==> config.mk <==
export PLATFORM = sky130hd
export DESIGN_NAME = enable_counter
export DESIGN_NICKNAME = d
export VERILOG_FILES = /design/src/rtl/enable_counter.sv
export SDC_FILE = /design/constraint.sdc
export NUM_CORES = 1
export LEC_CHECK = 0
export BUFFER_PORTS_ARGS = -buffer_cell sky130_fd_sc_hd__buf_2
export CAP_MARGIN = 15
export CORE_AREA = 2 2 39 41
export DETAILED_ROUTE_END_ITERATION = 8
export DIE_AREA = 0 0 41 43
export SLEW_MARGIN = 40
export SYNTH_ARGS = -nofsm -noshare
export SYNTH_HDL_FRONTEND = slang
export SYNTH_SLANG_ARGS = --single-unit
==> constraint.sdc <==
create_clock -name i_clk -period 2.2 [get_ports i_clk]
set_input_delay 0.33 -clock i_clk [delete_from_list [all_inputs] [get_ports i_clk]]
set_output_delay 0.33 -clock i_clk [all_outputs]
set_load 0.02 [all_outputs]
==> src/rtl/enable_counter.sv <==
// ---------------------------------------------------------------------------
// enable_counter
//
// Modulo up/down counter with count enable, synchronous clear and parallel
// load. The count wraps modulo MAX_VAL+1 in both directions. A combinational
// terminal-count output flags the cycle whose next edge will wrap, so
// counters can be cascaded.
//
// Parameters:
//   WIDTH    width of the count register and of i_din / o_q
//   MAX_VAL  terminal (wrap) value, legal range 1 .. 2**WIDTH-1
//
// Ports:
//   i_clk    rising-edge clock
//   i_rst    synchronous reset, active-high (highest priority)
//   i_en     count enable, one step per clock while high
//   i_clr    synchronous clear to 0
//   i_load   synchronous parallel load of i_din (clamped to MAX_VAL)
//   i_din    load value
//   i_dir    count direction, 1 = up, 0 = down
//   o_q      registered count value
//   o_tc     terminal count (combinational)
//   o_ovf    sticky wrap flag, present only when COUNTER_OVF_FLAG_EN is
//            defined; set on any enabled wrap, cleared by reset or clear
//
// Build option:
//   COUNTER_OVF_FLAG_EN  adds the o_ovf port and its flag register
// ---------------------------------------------------------------------------
module enable_counter #(
  parameter int WIDTH   = 4,
  parameter int MAX_VAL = (2**WIDTH) - 1
) (
  input  logic             i_clk,
  input  logic             i_rst,
  input  logic             i_en,
  input  logic             i_clr,
  input  logic             i_load,
  input  logic [WIDTH-1:0] i_din,
  input  logic             i_dir,
  output logic [WIDTH-1:0] o_q,
  output logic             o_tc
`ifdef COUNTER_OVF_FLAG_EN
  ,
  output logic             o_ovf
`endif
);

  localparam logic [WIDTH-1:0] LP_MAX = WIDTH'(MAX_VAL);

  logic [WIDTH-1:0] r_q;
  logic [WIDTH-1:0] w_q_nxt;
  logic [WIDTH-1:0] w_q_sat;
  logic [WIDTH-1:0] w_din_clamp;
  logic             w_at_max;
  logic             w_at_zero;
  logic             w_step;
  logic             w_wrap;

  // A count above MAX_VAL (only reachable through X-propagation when
  // MAX_VAL < 2**WIDTH-1) is treated as MAX_VAL by the next step.
  assign w_at_max    = (r_q >= LP_MAX);
  assign w_at_zero   = (r_q == '0);
  assign w_q_sat     = w_at_max ? LP_MAX : r_q;
  assign w_din_clamp = (i_din > LP_MAX) ? LP_MAX : i_din;

  // A step happens only when no higher-priority action owns the edge.
  assign w_step = i_en & ~i_rst & ~i_clr & ~i_load;
  assign w_wrap = w_step & (i_dir ? w_at_max : w_at_zero);

  always_comb begin
    w_q_nxt = r_q;
    if (i_clr) begin
      w_q_nxt = '0;
    end else if (i_load) begin
      w_q_nxt = w_din_clamp;
    end else if (i_en) begin
      if (i_dir) begin
        w_q_nxt = w_at_max ? '0 : (r_q + WIDTH'(1));
      end else begin
        w_q_nxt = w_at_zero ? LP_MAX : (w_q_sat - WIDTH'(1));
      end
    end
  end

  always_ff @(posedge i_clk) begin
    if (i_rst) begin
      r_q <= '0;
    end else begin
      r_q <= w_q_nxt;
    end
  end

  assign o_q  = r_q;
  assign o_tc = w_wrap;

`ifdef COUNTER_OVF_FLAG_EN
  logic r_ovf;

  // Load deliberately leaves the flag alone; only reset and clear drop it.
  always_ff @(posedge i_clk) begin
    if (i_rst || i_clr) begin
      r_ovf <= 1'b0;
    end else if (w_wrap) begin
      r_ovf <= 1'b1;
    end
  end

  assign o_ovf = r_ovf;
`endif

endmodule

**Yosys cells after proc, flatten, opt, wreduce, memory -nomap -nowiden**

Index checks and enable logic that the tools add are counted.

- Mux-type cells: 8
- Reductions and logical operators: 3
- Bitwise gates (word level): 7
- $add $sub $neg: 2
- Magnitude comparators: 2

Operator list:

| cell | count |
|---|---|
| 4-bit 2-to-1 mux | 7 |
| 4-bit by 1-bit adder with 4-bit output, second input constant | 1 |
| 1-bit bitwise AND | 4 |
| 4-bit >= comparator, second input constant | 1 |
| 4-bit > comparator, second input constant | 1 |
| 4-bit logical NOT | 1 |
| 4-bit by 1-bit subtractor with 4-bit output, second input constant | 1 |
| 1-bit inverter | 3 |
| 2-bit nonzero test | 1 |
| 2-bit OR reduction | 1 |
| 1-bit 2-to-1 mux | 1 |

- Flip-flop bits (word level): 4
- Logic and storage cells: 23

**Longest topological paths before layout**

Gate-level depths: netlist of run 1.

- Depth in word-level cells: 7
- Gate-level depth with buffers: 6
- Mapped depth without buffers: 6

**Worst setup path before layout of run 1**

OpenSTA, ideal clock, no wires.

- Path kind: reg-to-output
- Start: reg r_q[0] (netlist: o_q[0])
- End: out o_tc
- Stages on the path, launching flop included: 6
- Arrival: 1481 ps
- Data required time: 1870 ps
- Slack: 389 ps
- Path through: dfxtp_1 -> inv_2 -> ha_1 -> or3b_1 -> o21a_1 -> nor2_1

- Longest elaborated chain between the ends: 3
- Elaborated cells on any way between the ends: 4
- Classes of those cells: order compare (1); mux (1); bitwise (1); reduce/logical (1)

RTL lines:

| item | line | RTL |
|---|---|---|
| start: declaration | 50 | `logic [WIDTH-1:0] r_q;` |
| start signal: assignment | 89 | `r_q <= w_q_nxt;` |
| 4-bit >= comparator or 4-bit logical NOT (tied branches) | 61, 62 |  |
| 1-bit 2-to-1 mux (*) | 68 | `assign w_wrap = w_step & (i_dir ? w_at_max : w_at_zero);` |
| 1-bit bitwise AND (*) | 68 |  |
| end: declaration | 41 | `output logic o_tc` |

Mark *: on every way between the ends. The rest lies on a longest branch, timed or not.

**Final worst setup path of run 1**

- Start: reg r_q[1] (netlist: o_q[1])
- End: out o_tc

The elaborated chain is that of the path after synthesis.

==> out/results.ini, run 1 <==
[die]
die_y_um = 43
rows = 14
core_area_mm2 = 0.00138
die_x_um = 41
io_pins = 15
start_util_pct = 24.9
die_area_mm2 = 0.00176

[logic_synthesis]
synthDominantCellAreaShare_pct = 23.3
synth-seq-area-share_pct = 23.3
syn-cell-area_um2 = 344
synth_cell_types = 25
syn_nets = 56
ys_warn_count = 0
synth.avg_cell_area_um2 = 7.82
synth_area_leaders = dfxtp_1, ha_1, a21oi_1
synth-seq-cells = 4
synth_top_cell_by_area = dfxtp_1
syn-instance-count = 44

[drt]
drt-wirelength-per-cell_um = 10.2
ant_nets = 0
drtIter0Drc = 2
totalWireLength_um = 789
drc = 0
avgViaCountPerCell = 5.03
dr.pass1.iters = 4
vias = 387

[setup_path]
cp_slowest_stage_delay_ps = 380
crit_arrival_ps = 1680
ff2ff_path_depth = 6
crit_slowest_cell = or3b_1
path_max_fanout = 6
cp.required_ps = 1870
endpoint_kind = output pin
cp.buffers_inverters = 2
cp_top_family = simple AND/OR/NAND/NOR gates
cp.depth = 6
crit_type = reg -> out
crit_chain = inv_1, ha_1, or3b_1, o21a_1, nor2_1, buf_2
startpoint_type = flop

[timing]
relSlewSlack_pct = 82.6
post-route-period-util_pct = 91.3
setup_tns_ps = 0
fmax_ghz = 0.498
skew_ps = 0.804
worst_pin_slew_ps = 260
rsz0062_at_grt = no
finalMaxSlewViolations = 0
hold_viol = 0
period_needed_ps = 2010
hold_slack_ps = 328
setup_violations = 0

[grt]
antenna_found_initial = 0
grt_pass1_vias = 343
track_usage_pct = 11.5
overflow = 0
grt_max_degree = 10
grt_pass1_wl_um = 1320

[clock_network]
ctsResizeCount = 0
htreeDepth = 1
clkTransAtPathRegs_ps = 40
ctsHoldBuffers = 0
cts-root-buf = clkbuf_4
numCtsBuffers = 3
tritoncts = built
cts_sinks = 4
cts_max_path_buffers = 2
worstSkewPairLatency_ps = 230
postCtsSetupBuffers = 0

[final_layout]
design_area_um2 = 457
drive_above_1_share_pct = 34.4
nets = 75
syn_to_final_growth_pct = 32.7
finalNonFillerCells = 77
largest_reg_flops = 4
final_util_pct = 33.0
diodes = 0

[power_and_ir_drop]
ir_drop_v = 0.000307
powerDensity_mw_per_mm2 = 502
leakagePower_uw = 0.000212

[placed_design]
dp.cells = 74
dpl_cell_area_um2 = 434
place_congestion = 0.681
place_hpwl_um = 625
port_buffers = 14

[outcome]
status = complete, no violations

[run]
drv_cap = 0

[hold_path]
whs_path_depth = 2
min_path_type = in -> reg

routing by layer:
metal	track usage, %	part of all wire (%)
met1	14.8	49
met4	12.0	1.3
met3	1.57	7.9
met2	14.7	41
met5	0	0
Yosys cell counts (all sizes together):
master / count
a21oi: 4
dfxtp: 4
inv: 4
o21ai: 4
nand2: 3
nor2: 3
ha: 2
nand2b: 2
nand4: 2
xnor2: 2
a21o: 1
a31o: 1
a31oi: 1
and2: 1
mux2: 1
mux2i: 1
nand3: 1
nor3b: 1
o211a: 1
o21a: 1
o22ai: 1
o32ai: 1
or3: 1
or3b: 1
per-stage QoR:
stage	power [uW]	worst slack (ps)
after floorplan	118	389
after global placement	140	461
after detailed placement	140	438
after CTS	234	175
after global routing	242	87.9
final	229	191
layout make-up:
cell class              instances  area, um^2
fillers                       154         927
multi-input cells              36         249
flip-flops and latches          4        80.1
repair buffers                 14        70.1
clock buffers                   3        22.5
well taps                      16        20.0
inverters                       4        15.0
worst reg2reg max path, stage by stage (launching register included):
cell and delay (ps):
dfxtp_1 360, inv_1 110, ha_1 180, or3b_1 380, a21oi_1 150, o22ai_1 90
a21oi_1 140
path summary, 6_finish.rpt:
kind / start / endpoint / slack, ps
setup / recovery: o_q[1] / o_tc / 190
hold / removal: i_rst / o_q[3] / 330
setup reg to reg: o_q[1] / o_q[0] / 710
hold reg to reg: o_q[0] / o_q[0] / 700
kinds of logic after synthesis:
kind of cell,Yosys count,synth area share [%]
buffers and inverters,4,4.36
and+or+nand+nor,15,23.6
muxes,2,6.18
xor gates and xnor gates,2,5.09
adders and majority gates,2,7.27
AOI/OAI and AO/OA,15,30.2
DFF,4,23.3
cells in the final DEF, fill, tap and decap left out, drive strengths merged, types with 2 or more instances in the layout:
| cell | instances |
|---|---|
| nand4 | 2 |
| inv | 4 |
| buf | 14 |
| nand2b | 2 |
| ha | 2 |
| nor2 | 3 |
| clkbuf | 3 |
| o21ai | 4 |
| a21oi | 4 |
| xnor2 | 2 |
| nand2 | 3 |
| dfxtp | 4 |
report_power, final:
group,internal (uW),switching (uW)
sequential,76.6,7.10
combinational,26.8,27.9
clock,61.0,29.8
Note: power is estimated with default switching activity, not from simulation.
==> run 2, diff against run 1 <==
Settings changed: PLACE_DENSITY set to 0.56.
Clock period 2.2 ns to 1.7 ns, I/O delays scaled along.
==> out/results.ini, run 2 (synthesis gave the netlist of run 1 again) <==
[timing]
post-route-period-util_pct = 104
finalWorstSetupSlack_ps = -70.5
worst_pin_slew_ps = 280
finalMaxSlewViolations = 0
period_needed_ps = 1770
hold_slack_ps = 252
rsz0062_at_grt = yes
hold_viol = 0
skew_ps = 0.854
relSlewSlack_pct = 81.2
setup_violations = 1
fmax_ghz = 0.565

[setup_path]
path_max_fanout = 3
cp.required_ps = 1440
reg2reg_slack_ps = 270
startpoint_type = flop
crit_arrival_ps = 1520
endpoint_kind = output pin
ff2ff_path_depth = 6
crit_type = reg -> out

[power_and_ir_drop]
powerDensity_mw_per_mm2 = 604
leakagePower_uw = 0.000234
ir_drop_v = 0.000249

[drt]
avgViaCountPerCell = 4.75
dr.pass1.iters = 4
drt-wirelength-per-cell_um = 11.0
drc = 0
ant_nets = 0
drtIter0Drc = 3
vias = 385
totalWireLength_um = 891

[final_layout]
nets = 79
fill_cells = 158
largest_reg_flops = 4
diodes = 0
syn_to_final_growth_pct = 47.6
final_common_cell = buf_2
final_util_pct = 36.7
drive_above_1_share_pct = 43.1
layout_common_cells = buf_2, a21oi_1, o21ai_0, dfxtp_1, buf_4

[clock_network]
cts_sinks = 4
tritoncts = built
clkTransAtPathRegs_ps = 40
ctsHoldBuffers = 0
cts-root-buf = clkbuf_4
numCtsBuffers = 3
worstSkewPairLatency_ps = 230
cts_max_path_buffers = 2
htreeDepth = 1

[outcome]
status = finished, violations left
violations = setup timing

[grt]
grt_max_degree = 10
antenna_found_initial = 0
grt_pass1_wl_um = 1510
track_usage_pct = 12.7
overflow = 0
grt_pass1_vias = 370

[placed_design]
place_congestion = 0.779
port_buffers = 14
place_hpwl_um = 692

[die]
rows = 14
die_x_um = 41
die_area_mm2 = 0.00176
io_pins = 15
core_area_mm2 = 0.00138
die_y_um = 43
start_util_pct = 24.9

[hold_path]
whs_path_depth = 2
min_path_type = in -> reg

[run]
drv_cap = 0

## run 2: cell types whose count changed in the layout (fill, tap and decap cells not counted), sizes merged
| cell | before | now |
|---|---|---|
| buf | 14 | 18 |
## run 2: final cells by class
| type | count | area [um^2] | share of cell area [%] |
|---|---|---|---|
| multi-input combinational | 36 | 264 | 52.0 |
| timing repair buffer | 18 | 106 | 20.9 |
| sequential | 4 | 80.1 | 15.8 |
| clock buffer | 3 | 22.5 | 4.43 |
| tap | 16 | 20.0 | 3.94 |
| inverter | 4 | 15.0 | 2.96 |
## run 2: timing repair
| action | CTS | global route |
|---|---|---|
| setup buffers | 1 | 0 |
| pin swaps | 1 | 0 |
| setup endpoints to repair | 1 | 1 |
| resized for setup | 5 | 0 |
## run 2: per-layer routing
layer | part of all wire [%] | vias to the layer above | track usage [%]
met5 | 0 | - | 0
met4 | 0.67 | 0 | 10.0
met3 | 5.2 | 2 | 3.14
met2 | 48 | 10 | 17.8
met1 | 46 | 169 | 15.7
li1 | - | 204 | -
## run 2: critical path, cell delays in order, from the launching register on
cell     delay, ps
dfxtp_1        310
inv_2           80
ha_4           140
or3b_1         360
o21a_1         190
nor2_2          90
buf_6          120
## run 2: path summary, 6_finish.rpt
| kind | to | startpoint |
|---|---|---|
| setup / recovery | o_tc | o_q[1] |
| hold / removal | o_q[3] | i_clr |
| setup reg to reg | o_q[2] | o_q[0] |
| hold reg to reg | o_q[3] | o_q[0] |
## run 2: report_power, final
group	leakage (uW)	switching, uW	internal [uW]
clock network	0.0000138	34.8	78.7
registers	0.0000328	4.44	99.2
logic	0.000188	45.9	43.6
## run 2: metrics by stage
step | instances | total power (uW) | instance area [um^2] | worst slack (ps) | setup TNS (ps)
2_1_floorplan | 44 | 153 | 347 | 43.1 | 0
4_1_cts | 81 | 313 | 508 | -88.0 | -88.0
6_report | 81 | 307 | 508 | -70.5 | -70.5
3_3_place_gp | 77 | 186 | 459 | 145 | 0
5_1_grt | 81 | 338 | 508 | -153 | -153
3_5_place_dp | 77 | 188 | 459 | 98.3 | 0
==> run 3, diff against run 2 <==
Settings changed: PLACE_DENSITY 0.56 to 0.6.
Clock period 1.7 ns to 1.4 ns, I/O delays scaled along.
==> out/results.ini, run 3 (synthesis gave the netlist of run 1 again) <==
[timing]
post-route-period-util_pct = 126
worst_pin_slew_ps = 224
period_needed_ps = 1760
rsz0062_at_grt = yes
setup_violations = 1
skew_ps = 10.3
relSlewSlack_pct = 85.0
hold_viol = 0
finalMaxSlewViolations = 0
fmax_ghz = 0.569
finalWorstSetupSlack_ps = -358

[clock_network]
cts_sinks = 4
worstSkewPairLatency_ps = 250
htreeDepth = 1
numCtsBuffers = 3
cts-root-buf = clkbuf_4
tritoncts = built
cts_max_path_buffers = 2
clkTransAtPathRegs_ps = 50

[final_layout]
diodes = 0
drive_above_1_share_pct = 54.9
finalNonFillerCells = 87
layout_common_cells = buf_2, buf_4, a21oi_1, o21ai_0, clkbuf_4
design_area_um2 = 596
nets = 85
largest_reg_flops = 4
final_util_pct = 43.0
fill_cells = 140
final_common_cell = buf_2
syn_to_final_growth_pct = 73.1

[drt]
avgViaCountPerCell = 5.00
dr.pass1.iters = 4
ant_nets = 0
totalWireLength_um = 987
vias = 435
drc = 0
drtIter0Drc = 10
drt-wirelength-per-cell_um = 11.3

[setup_path]
startpoint_type = flop
ff2ff_path_depth = 7
cp.buffers_inverters = 2
crit_arrival_ps = 1550
reg2reg_slack_ps = 10
crit_slowest_cell = or3b_4
path_max_fanout = 2
cp_slowest_stage_delay_ps = 370
cp.depth = 6
regToRegStartpoint = o_q[0]
cp.required_ps = 1190
cp_top_family = simple AND/OR/NAND/NOR gates
rr_endpoint = o_q[2]
crit_chain = inv_4, ha_4, or3b_4, o21a_1, nor2_4, buf_6
endpoint_kind = output pin
crit_end = o_tc
crit_type = reg -> out
crit_path_start = o_q[0]

[placed_design]
dp.cells = 84
place_congestion = 0.750
place_hpwl_um = 729
dpl_cell_area_um2 = 542
detailedPlace.worstSlack_ps = -139
port_buffers = 14

[grt]
grt_pass1_vias = 382
grt_max_degree = 8
track_usage_pct = 13.2
grt_pass1_wl_um = 1510
overflow = 0
antenna_found_initial = 0

[run]
drv_cap = 0

[die]
die_area_mm2 = 0.00176
start_util_pct = 24.9
rows = 14
die_y_um = 43
core_area_mm2 = 0.00138
die_x_um = 41
io_pins = 15

[outcome]
status = finished, violations left
violations = setup timing

[power_and_ir_drop]
ir_drop_v = 0.000314
leakagePower_uw = 0.000270
powerDensity_mw_per_mm2 = 696

[hold_path]
min_path_type = in -> reg

run 3: per-layer routing:
| layer | wire length (um) | global-route usage (%) | vias up |
|---|---|---|---|
| met5 | 0 | 0 | - |
| li1 | - | - | 220 |
| met4 | 25 | 8.00 | 0 |
| met3 | 103 | 6.28 | 5 |
| met2 | 449 | 19.7 | 16 |
| met1 | 408 | 14.4 | 194 |
run 3: worst min path at each step:
stage / from / to / slack (ps) / cells past startpoint
3_5_place_dp: i_clr / o_q[3] / 450 / 2
5_1_grt: i_clr / o_q[3] / 180 / 2
2_1_floorplan: i_clr / o_q[3] / 330 / 1
6_report: i_clr / o_q[3] / 170 / 2
4_1_cts: i_clr / o_q[3] / 170 / 2
3_3_place_gp: i_clr / o_q[3] / 440 / 2
run 3: power by group:
part           internal, uW  switching [uW]  total (uW)  leakage (uW)
Sequential              118            6.45         125     0.0000342
Combinational          68.0            60.8         129      0.000222
Clock                  97.0            64.0         161     0.0000138
Total                   283             131         415      0.000270
run 3: per-stage QoR:
stage | setup TNS [ps] | total power, uW | hold WS (ps)
floorplan | -83.1 | 191 | 326
detailed placement | -184 | 246 | 445
global route | -461 | 446 | 182
global placement | -169 | 245 | 440
finish | -358 | 415 | 174
CTS | -390 | 418 | 170
run 3: layout make-up:
type	instances	area (um^2)	share of cell area, %
inverter	4	20.0	3.36
multi-input combinational	36	290	48.7
tap	16	20.0	3.36
clock buffer	3	22.5	3.78
timing repair buffer	24	155	26.1
sequential	4	87.6	14.7
run 3: repair_timing:
action,CTS,global route
pin swaps,2,5
setup buffers,0,1
hold buffers,0,0
endpoints found under the hold margin,0,0
resized for setup,5,3
endpoints found under the setup margin,3,3
